## src/rtl/gpio_reg_bus_initiator_if.sv

```systemverilog
// Command, response and decoder-bus signals of the GPIO register bus initiator.
// The master modport is the initiator's view; slave is the peer's view.
interface gpio_reg_bus_initiator_if #(
    parameter int AddrWidth = 16,
    parameter int BusWidth  = 32
);
    logic                   cmd_valid;
    logic                   cmd_ready;
    logic                   cmd_write;
    logic                   cmd_verify;
    logic [AddrWidth-3:0]   cmd_addr;
    logic [BusWidth-1:0]    cmd_data;
    logic                   rsp_valid;
    logic                   rsp_ready;
    logic [BusWidth-1:0]    rsp_data;
    logic [1:0]             rsp_err;
    logic                   busy;
    logic                   chip_sel;
    logic                   write_reg;
    logic                   read_reg;
    logic [AddrWidth-3:0]   busaddress;
    logic [BusWidth-1:0]    busdata_out;
    logic [BusWidth-1:0]    busdata_in;

    modport master (
        input  cmd_valid, cmd_write, cmd_verify, cmd_addr, cmd_data,
        input  rsp_ready, busdata_in,
        output cmd_ready, rsp_valid, rsp_data, rsp_err, busy,
        output chip_sel, write_reg, read_reg, busaddress, busdata_out
    );

    modport slave (
        output cmd_valid, cmd_write, cmd_verify, cmd_addr, cmd_data,
        output rsp_ready, busdata_in,
        input  cmd_ready, rsp_valid, rsp_data, rsp_err, busy,
        input  chip_sel, write_reg, read_reg, busaddress, busdata_out
    );
endinterface

```

## src/rtl/gpio_reg_bus_initiator.sv

```systemverilog
// Bus master for the GPIO register decoder: paced write, read and
// write-then-verify cycles, one response per accepted command.
module gpio_reg_bus_initiator #(
    parameter int                  AddrWidth      = 16,
    parameter int                  BusWidth       = 32,
    parameter int                  WrStrobeCycles = 3,
    parameter int                  ReadLatency    = 4,
    parameter int                  GapCycles      = 2,
    parameter logic [BusWidth-1:0] VerifyMask     = 32'h3F3F3F3F
) (
    input  logic                    reg_clk,
    input  logic                    reset_in,
    gpio_reg_bus_initiator_if.master bus
);
    localparam int MaxWr  = (WrStrobeCycles > GapCycles) ? WrStrobeCycles : GapCycles;
    localparam int MaxCyc = (ReadLatency > MaxWr) ? ReadLatency : MaxWr;
    localparam int CntW   = $clog2(MaxCyc);

    localparam logic [CntW-1:0] WrLast  = CntW'(WrStrobeCycles - 1);
    localparam logic [CntW-1:0] RdLast  = CntW'(ReadLatency - 1);
    localparam logic [CntW-1:0] GapLast = CntW'(GapCycles - 1);

    localparam logic [AddrWidth-1:0] RegLo = AddrWidth'(32'h1100);
    localparam logic [AddrWidth-1:0] MuxLo = AddrWidth'(32'h1120);
    localparam logic [AddrWidth-1:0] RegHi = AddrWidth'(32'h1200);
    localparam logic [AddrWidth-1:0] AltLo = AddrWidth'(32'h1300);
    localparam logic [AddrWidth-1:0] AltHi = AddrWidth'(32'h1400);

    typedef enum logic [2:0] {
        S_IDLE,
        S_WRITE,
        S_READ,
        S_GAP,
        S_RESP
    } state_t;

    state_t                 state_q, state_d;
    logic [CntW-1:0]        cnt_q, cnt_d;
    logic                   wr_q, wr_d;
    logic                   vfy_q, vfy_d;
    logic [BusWidth-1:0]    data_q, data_d;
    logic                   cmd_ready_q, cmd_ready_d;
    logic                   rsp_valid_q, rsp_valid_d;
    logic [BusWidth-1:0]    rsp_data_q, rsp_data_d;
    logic [1:0]             rsp_err_q, rsp_err_d;
    logic                   busy_q, busy_d;
    logic                   chip_sel_q, chip_sel_d;
    logic                   write_reg_q, write_reg_d;
    logic                   read_reg_q, read_reg_d;
    logic [AddrWidth-3:0]   busaddress_q, busaddress_d;
    logic [BusWidth-1:0]    busdata_out_q, busdata_out_d;

    logic [AddrWidth-1:0]   addr_b;
    logic                   reg_ok;
    logic                   mux_ok;
    logic                   addr_ok;
    logic                   vfy_bad;

    assign addr_b  = {bus.cmd_addr, 2'b00};
    assign mux_ok  = (addr_b >= MuxLo) && (addr_b < RegHi);
    assign reg_ok  = ((addr_b >= RegLo) && (addr_b < RegHi)) ||
                     ((addr_b >= AltLo) && (addr_b < AltHi));
    // Reads and readbacks only make sense on the mux registers.
    assign addr_ok = (bus.cmd_write && !bus.cmd_verify) ? reg_ok : mux_ok;
    assign vfy_bad = |((bus.busdata_in ^ data_q) & VerifyMask);

    always_comb begin
        state_d       = state_q;
        cnt_d         = cnt_q + CntW'(1);
        wr_d          = wr_q;
        vfy_d         = vfy_q;
        data_d        = data_q;
        rsp_data_d    = rsp_data_q;
        rsp_err_d     = rsp_err_q;
        busaddress_d  = busaddress_q;
        busdata_out_d = busdata_out_q;
        unique case (state_q)
            S_IDLE: begin
                if (bus.cmd_valid && cmd_ready_q) begin
                    wr_d       = bus.cmd_write;
                    vfy_d      = bus.cmd_write && bus.cmd_verify;
                    data_d     = bus.cmd_data;
                    rsp_err_d  = 2'b00;
                    rsp_data_d = bus.cmd_write ? bus.cmd_data : '0;
                    if (!addr_ok) begin
                        rsp_err_d = 2'b01;
                        state_d   = S_RESP;
                    end else begin
                        busaddress_d = bus.cmd_addr;
                        if (bus.cmd_write) begin
                            busdata_out_d = bus.cmd_data;
                            state_d       = S_WRITE;
                        end else begin
                            state_d = S_READ;
                        end
                    end
                end
            end
            S_WRITE: begin
                if (cnt_q == WrLast) state_d = S_GAP;
            end
            S_READ: begin
                if (cnt_q == RdLast) begin
                    rsp_data_d = bus.busdata_in;
                    // Only a verify readback reaches READ with a write latched.
                    rsp_err_d  = (wr_q && vfy_bad) ? 2'b10 : 2'b00;
                    state_d    = S_GAP;
                end
            end
            S_GAP: begin
                if (cnt_q == GapLast) begin
                    if (vfy_q) begin
                        vfy_d   = 1'b0;
                        state_d = S_READ;
                    end else begin
                        state_d = S_RESP;
                    end
                end
            end
            S_RESP: begin
                if (bus.rsp_ready) state_d = S_IDLE;
            end
            default: state_d = S_IDLE;
        endcase
        if (state_d != state_q) cnt_d = '0;

        cmd_ready_d = (state_d == S_IDLE);
        busy_d      = (state_d != S_IDLE);
        write_reg_d = (state_d == S_WRITE);
        read_reg_d  = (state_d == S_READ);
        chip_sel_d  = write_reg_d || read_reg_d;
        rsp_valid_d = (state_d == S_RESP);
    end

    always_ff @(posedge reg_clk or posedge reset_in) begin
        if (reset_in) begin
            state_q       <= S_IDLE;
            cnt_q         <= '0;
            wr_q          <= 1'b0;
            vfy_q         <= 1'b0;
            data_q        <= '0;
            cmd_ready_q   <= 1'b0;
            rsp_valid_q   <= 1'b0;
            rsp_data_q    <= '0;
            rsp_err_q     <= 2'b00;
            busy_q        <= 1'b0;
            chip_sel_q    <= 1'b0;
            write_reg_q   <= 1'b0;
            read_reg_q    <= 1'b0;
            busaddress_q  <= '0;
            busdata_out_q <= '0;
        end else begin
            state_q       <= state_d;
            cnt_q         <= cnt_d;
            wr_q          <= wr_d;
            vfy_q         <= vfy_d;
            data_q        <= data_d;
            cmd_ready_q   <= cmd_ready_d;
            rsp_valid_q   <= rsp_valid_d;
            rsp_data_q    <= rsp_data_d;
            rsp_err_q     <= rsp_err_d;
            busy_q        <= busy_d;
            chip_sel_q    <= chip_sel_d;
            write_reg_q   <= write_reg_d;
            read_reg_q    <= read_reg_d;
            busaddress_q  <= busaddress_d;
            busdata_out_q <= busdata_out_d;
        end
    end

    assign bus.cmd_ready   = cmd_ready_q;
    assign bus.rsp_valid   = rsp_valid_q;
    assign bus.rsp_data    = rsp_data_q;
    assign bus.rsp_err     = rsp_err_q;
    assign bus.busy        = busy_q;
    assign bus.chip_sel    = chip_sel_q;
    assign bus.write_reg   = write_reg_q;
    assign bus.read_reg    = read_reg_q;
    assign bus.busaddress  = busaddress_q;
    assign bus.busdata_out = busdata_out_q;
endmodule
```

## src/flat_wrapper.sv

```systemverilog
// flat-port wrapper written by rule: the top's interface ports become plain ports
module gpio_reg_bus_initiator_flat 
#(
    parameter int                  AddrWidth      = 16,
    parameter int                  BusWidth       = 32,
    parameter int                  WrStrobeCycles = 3,
    parameter int                  ReadLatency    = 4,
    parameter int                  GapCycles      = 2,
    parameter logic [BusWidth-1:0] VerifyMask     = 32'h3F3F3F3F
)
  (reg_clk, reset_in, bus_cmd_valid, bus_cmd_write, bus_cmd_verify, bus_cmd_addr, bus_cmd_data, bus_rsp_ready, bus_busdata_in, bus_cmd_ready, bus_rsp_valid, bus_rsp_data, bus_rsp_err, bus_busy, bus_chip_sel, bus_write_reg, bus_read_reg, bus_busaddress, bus_busdata_out);
  gpio_reg_bus_initiator_if #(.AddrWidth(AddrWidth), .BusWidth(BusWidth)) bus_i ();
  input  logic reg_clk;
  input  logic reset_in;
  input wire logic [$bits(bus_i.cmd_valid)-1:0] bus_cmd_valid;
  input wire logic [$bits(bus_i.cmd_write)-1:0] bus_cmd_write;
  input wire logic [$bits(bus_i.cmd_verify)-1:0] bus_cmd_verify;
  input wire logic [$bits(bus_i.cmd_addr)-1:0] bus_cmd_addr;
  input wire logic [$bits(bus_i.cmd_data)-1:0] bus_cmd_data;
  input wire logic [$bits(bus_i.rsp_ready)-1:0] bus_rsp_ready;
  input wire logic [$bits(bus_i.busdata_in)-1:0] bus_busdata_in;
  output wire logic [$bits(bus_i.cmd_ready)-1:0] bus_cmd_ready;
  output wire logic [$bits(bus_i.rsp_valid)-1:0] bus_rsp_valid;
  output wire logic [$bits(bus_i.rsp_data)-1:0] bus_rsp_data;
  output wire logic [$bits(bus_i.rsp_err)-1:0] bus_rsp_err;
  output wire logic [$bits(bus_i.busy)-1:0] bus_busy;
  output wire logic [$bits(bus_i.chip_sel)-1:0] bus_chip_sel;
  output wire logic [$bits(bus_i.write_reg)-1:0] bus_write_reg;
  output wire logic [$bits(bus_i.read_reg)-1:0] bus_read_reg;
  output wire logic [$bits(bus_i.busaddress)-1:0] bus_busaddress;
  output wire logic [$bits(bus_i.busdata_out)-1:0] bus_busdata_out;
  assign bus_i.cmd_valid = bus_cmd_valid;
  assign bus_i.cmd_write = bus_cmd_write;
  assign bus_i.cmd_verify = bus_cmd_verify;
  assign bus_i.cmd_addr = bus_cmd_addr;
  assign bus_i.cmd_data = bus_cmd_data;
  assign bus_i.rsp_ready = bus_rsp_ready;
  assign bus_i.busdata_in = bus_busdata_in;
  assign bus_cmd_ready = bus_i.cmd_ready;
  assign bus_rsp_valid = bus_i.rsp_valid;
  assign bus_rsp_data = bus_i.rsp_data;
  assign bus_rsp_err = bus_i.rsp_err;
  assign bus_busy = bus_i.busy;
  assign bus_chip_sel = bus_i.chip_sel;
  assign bus_write_reg = bus_i.write_reg;
  assign bus_read_reg = bus_i.read_reg;
  assign bus_busaddress = bus_i.busaddress;
  assign bus_busdata_out = bus_i.busdata_out;
  gpio_reg_bus_initiator #(.AddrWidth(AddrWidth), .BusWidth(BusWidth), .WrStrobeCycles(WrStrobeCycles), .ReadLatency(ReadLatency), .GapCycles(GapCycles), .VerifyMask(VerifyMask)) u_core (.reg_clk(reg_clk), .reset_in(reset_in), .bus(bus_i));
endmodule
```

## config.mk

```make
export PLATFORM = sky130hd
export DESIGN_NAME = gpio_reg_bus_initiator_flat
export DESIGN_NICKNAME = d
export VERILOG_FILES = /design/src/rtl/gpio_reg_bus_initiator_if.sv /design/src/rtl/gpio_reg_bus_initiator.sv /design/src/flat_wrapper.sv
export SDC_FILE = /design/constraint.sdc
export NUM_CORES = 1
export LEC_CHECK = 0
export BUFFER_PORTS_ARGS = -buffer_cell sky130_fd_sc_hd__clkbuf_2
export CAP_MARGIN = 20
export CORE_MARGIN = 2
export CORE_UTILIZATION = 49
export DETAILED_ROUTE_END_ITERATION = 12
export GPL_TIMING_DRIVEN = 0
export PLACE_DENSITY = 0.77
export SLEW_MARGIN = 15
export SYNTH_ARGS = -nofsm -noshare
export SYNTH_HDL_FRONTEND = slang
export SYNTH_SLANG_ARGS = --single-unit
```

## constraint.sdc

```tcl
create_clock -name reg_clk -period 6 [get_ports reg_clk]
set_input_delay 1.2 -clock reg_clk [delete_from_list [all_inputs] [get_ports reg_clk]]
set_output_delay 1.2 -clock reg_clk [all_outputs]
set_load 0.01 [all_outputs]
```

==> flow_summary.yaml <==
cts:
  cts_hold_buf: 0
  clk_pin_slew_ns: 0.06
  cts_made_buffers: 17
  cts-root-buf: "clkbuf_8"
  ctsLongestPathBuffers: 2
  ctsResizeCount: 0
  h-tree-depth: 4
  cts_sinks: 117
  insertion_delay_ns: 0.53
  cts_tree: "done"
  postCtsSetupRepairBufs: 0
global_route:
  overflow: 0
  grt_max_degree: 65
  grt_util_all_layers_pct: 25.89
  first_global_vias: 4353
  grt_pass1_wl_mm: 22.64
  antenna_found_initial: 0
yosys:
  synth_cell_types: 45
  synthMostInstantiatedCell: "dfrtp_1"
  async_flop_share_pct: 100.0
  ys.flop_type: "dfrtp_1"
  synth.cell_area_um2: 5301
  yosysTopAreaCell: "dfrtp_1"
  ys_seq_area_share_pct: 55.23
  synth_edf_count: 0
  synth_area_leaders: "dfrtp_1 55%, mux2_4 9.1%, mux2_2 5.9%"
  synthTopCellsByCount: "117 x dfrtp_1, 37 x nand2_1, 34 x a31oi_1"
  syn_avg_cell_area_um2: 11.89
  synth_fp_nets: 533
  ys.warnings.count: 0
  synthesis.instances: 446
  synth_top_area_share_pct: 55.23
  ys_ff_latch: 117
worst_setup_path:
  arrival_ns: 3.12
  critical_path.top_delay_family: "simple AND/OR/NAND/NOR gates"
  cp_cell_sequence: "clkbuf_2 -> or4b_1 -> nor4_4 -> nand3_4 -> buf_6 -> mux2_4"
  cpMaxStageDelayCell: "or4b_1"
  max_stage_delay_ns: 0.63
  worst_ep_required_time_ns: 6.40
  crit_buf_inv: 2
  crit_type: "primary input to register"
  crit_fanout: 10
  cp-end-kind: "register"
  startpoint_type: "primary input"
final_layout:
  utilization_pct: 67.41
  nNetsFinal: 722
  fillers: 760
  drive_gt1_share_pct: 42.13
  final_cells: 784
  area_growth_pct: 32.45
  antenna_cells: 0
sta:
  fmax_ghz: 0.3683
  rsz0062_at_grt: "false"
  skew_ns: 0.007595
  slew_headroom_pct: 50.12
  fin_crit_ns: 2.715
  finalHoldViolCount: 0
  setup_tns_ns: 0
  worst_pin_slew_ns: 0.7466
  period_share_pct: 45.25
  setup_viol: 0
  slew_viol_final: 0
detailed_routing:
  drt-initial-drc-count: 236
  dr.pass1.iters: 5
  routedWlPerCell_um: 18.59
  drc: 0
  finalWirelength_mm: 14.57
  antenna_left: 0
  vias: 4327
  avgViaCountPerCell: 5.519
power:
  power_density_nw_per_um2: 452.4
  finalPower_mw: 3.177
  leakage_nw: 3.537
  irDropWorstVdd_mv: 0.2161
run:
  drv_cap: 0
floorplan:
  die_y_um: 108.0
  core_area_um2: 10420
  die_x_um: 108.0
  rows: 37
  ioPinCount: 170
  die_area_um2: 11670
  initial_core_util_pct: 50.89
placement:
  place_congestion: 0.8152
  port_buffers: 169
  dpl.cell_count: 752
  dp.final_hpwl_mm: 10.36
min_path:
  hold_class: "register to register"
outcome:
  outcome: "complete, no violations"
==> where the power goes <==
group	total (mW)	internal, mW	switching [mW]	leakage [nW]
clock	1.15	0.801	0.350	0.332
combinational	0.852	0.384	0.467	1.72
sequential	1.17	1.03	0.147	1.49
total	3.18	2.21	0.964	3.54
==> cell type report <==
type | count | area, µm² | share of cell area, %
clock inverters | 9 | 195.2 | 2.780
inverters | 7 | 31.28 | 0.4455
well taps | 136 | 170.2 | 2.423
flip-flops and latches | 117 | 2928 | 41.70
repair buffers | 170 | 873.3 | 12.44
multi-input cells | 296 | 2223 | 31.66
plain buffers | 26 | 123.9 | 1.764
clock buffers | 23 | 476.7 | 6.789
==> through the flow <==
stage	area (µm²)	setup slack [ns]	hold slack, ns
after CTS	7022	3.294	0.4713
after floorplan	5301	1.699	0.4418
after detailed placement	6350	2.768	0.4514
final	7022	3.285	0.4721
after global routing	7022	3.148	0.4912
after global placement	6317	0.4701	0.4525
==> metal layers <==
metal | vias up | part of all wire [%] | GRT usage [%]
met5 | - | 0 | 0
li1 | 1958 | - | -
met2 | 151 | 51 | 42.41
met4 | 0 | 2.9 | 11.54
met3 | 32 | 5.9 | 6.872
met1 | 2186 | 41 | 32.35
==> cells by family (layout without fill, tap and decap cells) <==
kind of cell    Yosys count  after routing  synth area share [%]
fa+ha+maj                 3              3                0.7081
buf+inv                  33            235                 2.832
compound gates           51             51                 6.160
mux                      65             65                 16.03
flops                   117            117                 55.23
simple gates            152            152                 14.92
xor+xnor                 25             25                 4.130
==> worst paths after layout <==
kind / end / cells past startpoint / slack [ns] / from
worst max-delay path: u_core.bus.busdata_out[5]$_DFFE_PP0P_ / 6 / 3.29 / bus_cmd_addr[9]
worst max register to register: u_core.bus.rsp_data[7]$_DFFE_PP0P_ / 6 / 3.53 / u_core.state_q[1]$_DFF_PP0_
worst min register to register: u_core.bus.busaddress[6]$_DFFE_PP0P_ / 1 / 0.47 / u_core.bus.busaddress[6]$_DFFE_PP0P_
min in group asynchronous: u_core.bus.rsp_data[7]$_DFFE_PP0P_ / 2 / 0.71 / reset_in
max in group asynchronous: u_core.bus.rsp_data[29]$_DFFE_PP0P_ / 3 / 4.62 / reset_in
worst min-delay path: u_core.bus.busaddress[6]$_DFFE_PP0P_ / 1 / 0.47 / u_core.bus.busaddress[6]$_DFFE_PP0P_
==> placed cells by master (no fill, tap or decap), types with 3 or more instances in the layout <==
| master | n |
|---|---|
| clkbuf_2 | 169 |
| dfrtp_1 | 117 |
| nand2_1 | 37 |
| a31oi_1 | 34 |
| nand3_1 | 33 |
| nor2_1 | 32 |
| mux2_4 | 32 |
| mux2_2 | 28 |
| clkbuf_1 | 17 |
| xnor2_1 | 16 |
| clkbuf_16 | 16 |
| xor2_1 | 9 |
| nor4_1 | 7 |
| and2_1 | 7 |
| nand2b_1 | 6 |
| inv_1 | 6 |
| bufinv_16 | 6 |
| buf_1 | 5 |
| clkbuf_8 | 5 |
| nand4_1 | 4 |
| a21oi_1 | 4 |
| nor3_1 | 4 |
| o21ai_0 | 4 |
| buf_2 | 3 |
| nand3b_1 | 3 |
| buf_6 | 3 |
| mux2_1 | 3 |
| ha_1 | 3 |
| clkinv_2 | 3 |
Power figures use the tool's default switching activity.
